==> src/rtl/sbuf_pkg.sv <==
// Shared-buffer arbitration helpers: round-robin pick, one-hot to index, lock state type.
// Latency: purely combinational functions, no state.
// Backpressure: not applicable; callers gate the pick with their own load condition.
//
// Contents:
//   lk_state_t  packet-lock state (LK_IDLE / LK_LOCKED)
//   rr_pick_t   {found, idx} result of a round-robin scan
//   rr_pick     first set bit of req scanning ptr, ptr+1, ... wrapping at n
//   onehot2idx  index of the set bit of an at-most-one-hot vector (0 when empty)
package sbuf_pkg;

  // Upper bound on requester count handled by the helper functions.
  localparam int unsigned MAX_N  = 32;
  localparam int unsigned MAX_IW = 5;

  typedef enum logic [0:0] {
    LK_IDLE   = 1'b0,
    LK_LOCKED = 1'b1
  } lk_state_t;

  typedef struct packed {
    logic              found;
    logic [MAX_IW-1:0] idx;
  } rr_pick_t;

  // Scan order is ptr, ptr+1, ..., n-1, 0, ..., ptr-1; ptr must be below n.
  function automatic rr_pick_t rr_pick(input logic [MAX_N-1:0]  req,
                                       input logic [MAX_IW-1:0] ptr,
                                       input int unsigned       n);
    rr_pick_t    res;
    int unsigned idx;
    res = '0;
    for (int unsigned k = 0; k < MAX_N; k++) begin
      if (k < n) begin
        idx = 32'(ptr) + k;
        if (idx >= n) idx = idx - n;
        if (!res.found && req[idx[MAX_IW-1:0]]) begin
          res.found = 1'b1;
          res.idx   = idx[MAX_IW-1:0];
        end
      end
    end
    return res;
  endfunction

  function automatic logic [MAX_IW-1:0] onehot2idx(input logic [MAX_N-1:0] oh);
    logic [MAX_IW-1:0] r;
    r = '0;
    for (int unsigned i = 0; i < MAX_N; i++) begin
      if (oh[i]) r = r | MAX_IW'(i);
    end
    return r;
  endfunction

endpackage

==> src/rtl/and_or_mux.sv <==
// AND-OR select of one of N data words by an at-most-one-hot select vector.
// Latency: combinational.
// Backpressure: none; an all-zero select yields an all-zero word.
//
// Ports:
//   sel_i  in  N        one-hot (or zero) select
//   dat_i  in  N*DW     candidate words, packed [N-1:0][DW-1:0]
//   dat_o  out DW       selected word
module and_or_mux #(
  parameter int unsigned N  = 4,
  parameter int unsigned DW = 16
) (
  input  logic [N-1:0]         sel_i,
  input  logic [N-1:0][DW-1:0] dat_i,
  output logic [DW-1:0]        dat_o
);

  always_comb begin
    dat_o = '0;
    for (int i = 0; i < N; i++) begin
      dat_o = dat_o | (dat_i[i] & {DW{sel_i[i]}});
    end
  end

endmodule

==> src/rtl/rr_arb_reg_stage.sv <==
// Round-robin arbiter over N valid/ready requesters feeding a 1-deep output register.
// Latency: a word accepted in cycle t is on out_* in cycle t+1; 1 word/cycle when out_ready_i=1.
// Backpressure: while the register is full and out_ready_i=0 no grant is issued and state holds.
//
// Ports:
//   clk_i, rst_i            clock, synchronous active-high reset
//   req_valid_i/req_data_i  per-requester request and data word
//   req_last_i              last beat of packet (only with ARB_LOCK_EN defined)
//   req_ready_o/grant_o     one-hot accept of the current cycle (identical)
//   out_valid_o/out_data_o/out_src_o/out_ready_i  registered output handshake
// Build option: define ARB_LOCK_EN to keep the grant on one requester until its last beat.
module rr_arb_reg_stage
  import sbuf_pkg::*;
#(
  parameter  int unsigned N  = 4,
  parameter  int unsigned DW = 16,
  localparam int unsigned IW = (N > 1) ? $clog2(N) : 1
) (
  input  logic                 clk_i,
  input  logic                 rst_i,
  input  logic [N-1:0]         req_valid_i,
  input  logic [N-1:0][DW-1:0] req_data_i,
`ifdef ARB_LOCK_EN
  input  logic [N-1:0]         req_last_i,
`endif
  output logic [N-1:0]         req_ready_o,
  output logic [N-1:0]         grant_o,
  output logic                 out_valid_o,
  output logic [DW-1:0]        out_data_o,
  output logic [IW-1:0]        out_src_o,
  input  logic                 out_ready_i
);

  logic [IW-1:0] ptr_q, ptr_d;
  logic          out_valid_q, out_valid_d;
  logic [DW-1:0] out_data_q, out_data_d;
  logic [IW-1:0] out_src_q, out_src_d;

  logic [N-1:0]  eligible;
  logic [N-1:0]  grant;
  logic          load;
  rr_pick_t      pick;
  logic [IW-1:0] sel_idx;
  logic [IW-1:0] ptr_adv;
  logic [DW-1:0] mux_dat;

`ifdef ARB_LOCK_EN
  lk_state_t     lk_state_q, lk_state_d;
  logic [IW-1:0] lock_idx_q, lock_idx_d;
  logic [N-1:0]  lock_mask;
  logic          sel_last;

  // While locked only the owning requester may be picked; everyone else starves.
  always_comb begin
    lock_mask = '1;
    if (lk_state_q == LK_LOCKED) lock_mask = N'(1) << lock_idx_q;
    eligible = req_valid_i & lock_mask;
  end
`else
  assign eligible = req_valid_i;
`endif

  always_comb begin
    pick = rr_pick(MAX_N'(eligible), MAX_IW'(ptr_q), N);
    // Reset is folded into load so no requester sees an accept during reset cycles.
    load = !rst_i && (!out_valid_q || out_ready_i) && pick.found;
    grant = '0;
    if (load) grant = N'(1) << pick.idx;
    sel_idx = IW'(onehot2idx(MAX_N'(grant)));
    ptr_adv = (sel_idx == IW'(N - 1)) ? '0 : sel_idx + IW'(1);
  end

  assign grant_o     = grant;
  assign req_ready_o = grant;

  and_or_mux #(.N(N), .DW(DW)) u_mux (
    .sel_i (grant),
    .dat_i (req_data_i),
    .dat_o (mux_dat)
  );

`ifdef ARB_LOCK_EN
  assign sel_last = |(req_last_i & grant);

  // The pointer only moves when a packet completes, so a multi-beat packet
  // does not cost its owner its round-robin turn.
  always_comb begin
    lk_state_d = lk_state_q;
    lock_idx_d = lock_idx_q;
    ptr_d      = ptr_q;
    if (load) begin
      if (!sel_last) begin
        lk_state_d = LK_LOCKED;
        lock_idx_d = sel_idx;
      end else begin
        lk_state_d = LK_IDLE;
        ptr_d      = ptr_adv;
      end
    end
  end
`else
  always_comb begin
    ptr_d = ptr_q;
    if (load) ptr_d = ptr_adv;
  end
`endif

  // A load overwrites the register even when it drains in the same cycle.
  always_comb begin
    out_valid_d = out_valid_q;
    out_data_d  = out_data_q;
    out_src_d   = out_src_q;
    if (load) begin
      out_valid_d = 1'b1;
      out_data_d  = mux_dat;
      out_src_d   = sel_idx;
    end else if (out_ready_i) begin
      out_valid_d = 1'b0;
    end
  end

  always_ff @(posedge clk_i) begin
    if (rst_i) begin
      ptr_q       <= '0;
      out_valid_q <= 1'b0;
      out_data_q  <= '0;
      out_src_q   <= '0;
`ifdef ARB_LOCK_EN
      lk_state_q  <= LK_IDLE;
      lock_idx_q  <= '0;
`endif
    end else begin
      ptr_q       <= ptr_d;
      out_valid_q <= out_valid_d;
      out_data_q  <= out_data_d;
      out_src_q   <= out_src_d;
`ifdef ARB_LOCK_EN
      lk_state_q  <= lk_state_d;
      lock_idx_q  <= lock_idx_d;
`endif
    end
  end

  assign out_valid_o = out_valid_q;
  assign out_data_o  = out_data_q;
  assign out_src_o   = out_src_q;

  // Requesters must hold valid and data steady until accepted.
  for (genvar gi = 0; gi < N; gi++) begin : g_proto
    a_req_hold: assert property (@(posedge clk_i) disable iff (rst_i)
      (req_valid_i[gi] && !req_ready_o[gi]) |=> (req_valid_i[gi] && $stable(req_data_i[gi])));
  end

  a_grant_onehot: assert property (@(posedge clk_i) $onehot0(grant_o));

endmodule
==> config.mk <==
export PLATFORM = sky130hd
export DESIGN_NAME = rr_arb_reg_stage
export DESIGN_NICKNAME = d
export VERILOG_FILES = /design/src/rtl/sbuf_pkg.sv /design/src/rtl/and_or_mux.sv /design/src/rtl/rr_arb_reg_stage.sv
export SDC_FILE = /design/constraint.sdc
export NUM_CORES = 1
export LEC_CHECK = 0
export CAP_MARGIN = 20
export CORE_ASPECT_RATIO = 1.4
export CORE_MARGIN = 3
export CORE_UTILIZATION = 25
export CTS_CLUSTER_SIZE = 8
export DETAILED_ROUTE_END_ITERATION = 8
export GPL_TIMING_DRIVEN = 0
export PLACE_DENSITY_LB_ADDON = 0.3
export SLEW_MARGIN = 10
export SYNTH_ARGS = -nofsm -noshare
export SYNTH_HDL_FRONTEND = slang
export SYNTH_HIERARCHICAL = 1
export SYNTH_SLANG_ARGS = --single-unit
==> constraint.sdc <==
create_clock -name clk_i -period 3.1 [get_ports clk_i]
set_clock_uncertainty 0.2 [all_clocks]
set_input_delay 0.62 -clock clk_i [delete_from_list [all_inputs] [get_ports clk_i]]
set_output_delay 0.62 -clock clk_i [all_outputs]
set_load 0.005 [all_outputs]
==> summary.md <==
| Metric | Value |
|---|---|
| Cell area after layout | `0.00327 mm^2` |
| End of the critical path | `req_ready_o[0]` |
| Nets | `386` |
| Vias in the first global route | `1,986` |
| Final ANT Viol Nets | `0` |
| Routed WL per cell | `15.3 um` |
| Share of cells above drive strength 1 | `33.1%` |
| Failing checks | `negative setup slack` |
| Data arrival, critical path | `2.52 ns` |
| Clk sinks | `21` |
| Total nets after synthesis | `261` |
| Tot GR Track Use | `15.5%` |
| Filler cells | `621` |
| Cell at the slowest stage of the critical path | `dfxtp_4` |
| Drt drc | `0` |
| CTS Buf Count | `3` |
| Reg2reg setup slack | `-0.15 ns` |
| Final GP Congestion | `0.840` |
| Unique masters post-synth | `40` |
| Clk root buf | `clkbuf_8` |
| Most used DFF post-synth | `dfxtp_1` |
| Worst-Skew Late Latency | `0.27 ns` |
| CP most frequent cell | `buf_6` |
| RSZ-0062 raised after global routing | `true` |
| Fin crit share | `108%` |
| Cells along the critical path | `inv_8 > ha_4 > buf_6 > mux2i_4 > mux2_4 > a211oi_4 > o21bai_4 > buf_6 > nor3_4 > buf_4 > buf_6` |
| Vias post-DR | `1,902` |
| Clk pwr share | `8.4%` |
| First-pass GRT wire length | `9.98 mm` |
| CTS Buffer Depth | `2` |
| Switching pwr | `0.805 mW` |
| Sequential Power Share | `18.1%` |
| 1st-iter DRT viols | `43` |
| CP peak stage delay | `0.38 ns` |
| Pwr Total | `2.25 mW` |
| Crit. End Element | `output pin` |
| Comb pwr share | `73.5%` |
| Outcome | `complete, but fails checks` |
| H-tree depth | `1` |
| Die Wd | `76.0 um` |
| Sequential fraction of the synthesis area | `24.5%` |
| Worst setup path class | `reg -> out` |
| Routed wire length | `6.17 mm` |
| Die Y | `104 um` |
| Final Non-Filler Cells | `403` |
| Warnings from Yosys | `6` |
| Worst-Margin Slew | `0.458 ns` |
| Worst hold-check path type | `reg -> reg` |
| Final Setup Violations | `18` |
| Hpwl dp | `4.34 mm` |
| Max-slew violation count | `0` |
| Max Cap Viol | `0` |
| Peak Freq | `299 MHz` |
| Syn Std Cell Area | `0.00171 mm^2` |
| Reg clk slew, reported paths | `0.08 ns` |
| Die area | `0.00789 mm^2` |
| Family with the most delay on the worst path | `buffers and inverters` |
| R2R Path Start | `ptr_q[1]` |
| Post-synthesis instance total | `187` |
| Multi-input logic area | `0.00128 mm^2` |
| CP startpoint kind | `flop` |
| Initial core utilization | `25.9%` |
| Sequential Area | `428 um^2` |
| Worst path depth | `11` |
| Vias per Instance | `4.72` |
| Worst r2r path cells | `15` |
| Crit Path Max Fanout | `5` |
| Most common cell after layout, fill and taps aside | `clkdlybuf4s50_1` |
| Fraction of registers with async set/reset | `0%` |
| Most frequent cells in the layout | `clkdlybuf4s50_1 (85), a22oi_1 (24), nand2_1 (23), buf_6 (22), buf_4 (21)` |
| Relative slew slack | `69.5%` |
| Core area | `0.00661 mm^2` |
| Initial antenna violation count | `0` |
| DP Cell Count | `375` |
| Leak | `1.34 nW` |
| Syn_area_per_cell | `9.16 um^2` |
| Num ports | `98` |
| Peak VDD IR | `386 uV` |
| Area growth syn-to-layout | `90.9%` |
| Worst setup path start | `ptr_q[0]` |
| CTS tree | `yes` |
| Largest net degree at the start of global routing | `17` |
| Pre-CTS setup slack | `-0.813 ns` |
| CP bufs+invs | `5` |
| Overflow after GRT | `0` |
| Synth Register Bits | `21` |
| EDFF count, synth | `0` |
| Sw Ratio | `35.8%` |
| Int Pwr | `1.44 mW` |
| Final min period | `3.34 ns` |
| Hold_sp | `out_src_o[1]` |
| # port buffers | `96` |
| DR pass1 iterations | `4` |
| Area post-placement | `0.00281 mm^2` |
| FP Rows | `35` |
| Critical R2R Capture | `out_data_o[7]` |
| Final worst slack | `-0.243 ns` |
| CP required | `2.28 ns` |
| Final Hold Fails | `0` |
| Ant. Diodes | `0` |
| Pwr Density | `687 mW/mm^2` |
## worst min-delay path by stage
stage | slack [ns] | depth (start not counted) | to
2_1_floorplan | 0.25 | 2 | out_src_o[1]
5_1_grt | 0.28 | 2 | out_src_o[1]
3_3_place_gp | 0.24 | 2 | out_src_o[1]
4_1_cts | 0.26 | 2 | out_src_o[1]
6_report | 0.26 | 2 | out_src_o[1]
3_5_place_dp | 0.25 | 2 | out_src_o[1]
## final cells by class
class | instances | share of cell area (%)
well taps | 92 | 3.52
plain buffers | 16 | 4.86
repair buffers | 124 | 37.3
inverters | 4 | 0.842
flip-flops and latches | 21 | 13.1
clock buffers | 4 | 1.38
multi-input cells | 142 | 39.1
## cell usage after synthesis (all sizes together), types with 2 or more instances
cell,n,share of area [%]
nand2,24,5.7
o221ai,2,1.0
clkbuf,4,0.95
nor2,9,2.0
nor2b,18,6.6
a21oi,4,1.2
o21ai,2,0.58
nor4b,3,1.5
ha,3,2.2
mux2i,5,2.9
a21boi,2,1.1
nand2b,3,1.2
nor3,4,1.5
inv,4,0.88
dfxtp,21,25
buf,16,9.5
mux2,19,15
a22oi,34,15
## timing repair
action,in CTS,in global routing
hold buffers,0,0
setup endpoints to repair,24,24
gates resized for setup,84,10
cloned,2,0
pin swaps,17,7
setup buffers,19,7
## sequential cells by signal (all words and copies together) (netlist names)
signal / count
out_data_o: 16
out_src_o: 2
out_valid_o: 1
ptr_q: 2
## power groups by stage
stage               logic, mW  registers, mW  clock network, mW
floorplan               0.734          0.402                  0
global placement         1.16          0.396                  0
detailed placement       1.16          0.400                  0
CTS                      1.52          0.402              0.195
global route             1.77          0.421              0.207
finish                   1.65          0.408              0.188
## cell families after synthesis
family	count (synthesis)	share of synthesized area (%)
simple gates	65	20.1
compound gates	49	23.5
buf+inv	24	11.3
mux	24	17.8
flops	21	24.5
fa+ha+maj	3	2.19
xor+xnor	1	0.511
## layer usage
layer	part of all wire, %	vias to the layer above	GRT usage (%)	routed length [um]
li1	-	920	-	-
met1	42	891	17.8	2560
met2	50	80	27.8	3090
met3	6.5	9	3.99	401
met4	1.6	2	4.66	101
met5	0.11	-	0	7
## worst reg2reg max path: stages (launching register included)
cell       delay (ns)
dfxtp_4          0.39
inv_6            0.04
ha_4             0.28
buf_6            0.12
buf_12           0.10
nor4b_2          0.26
nor3_2           0.11
o311ai_4         0.35
buf_6            0.17
nor3b_4          0.05
buf_6            0.11
buf_4            0.17
bufbuf_16        0.28
a22oi_1          0.16
nand2_1          0.07
mux2_4           0.27
## metrics by stage
stage / hold WS (ns) / util [%] / TNS, ns
4_1_cts: 0.258 / 48.0 / -1.44
6_report: 0.255 / 49.5 / -1.95
3_3_place_gp: 0.245 / 42.4 / -12.11
3_5_place_dp: 0.247 / 42.4 / -12.17
5_1_grt: 0.282 / 49.5 / -4.48
2_1_floorplan: 0.248 / - / 0
(Power assumes the default switching activity.)
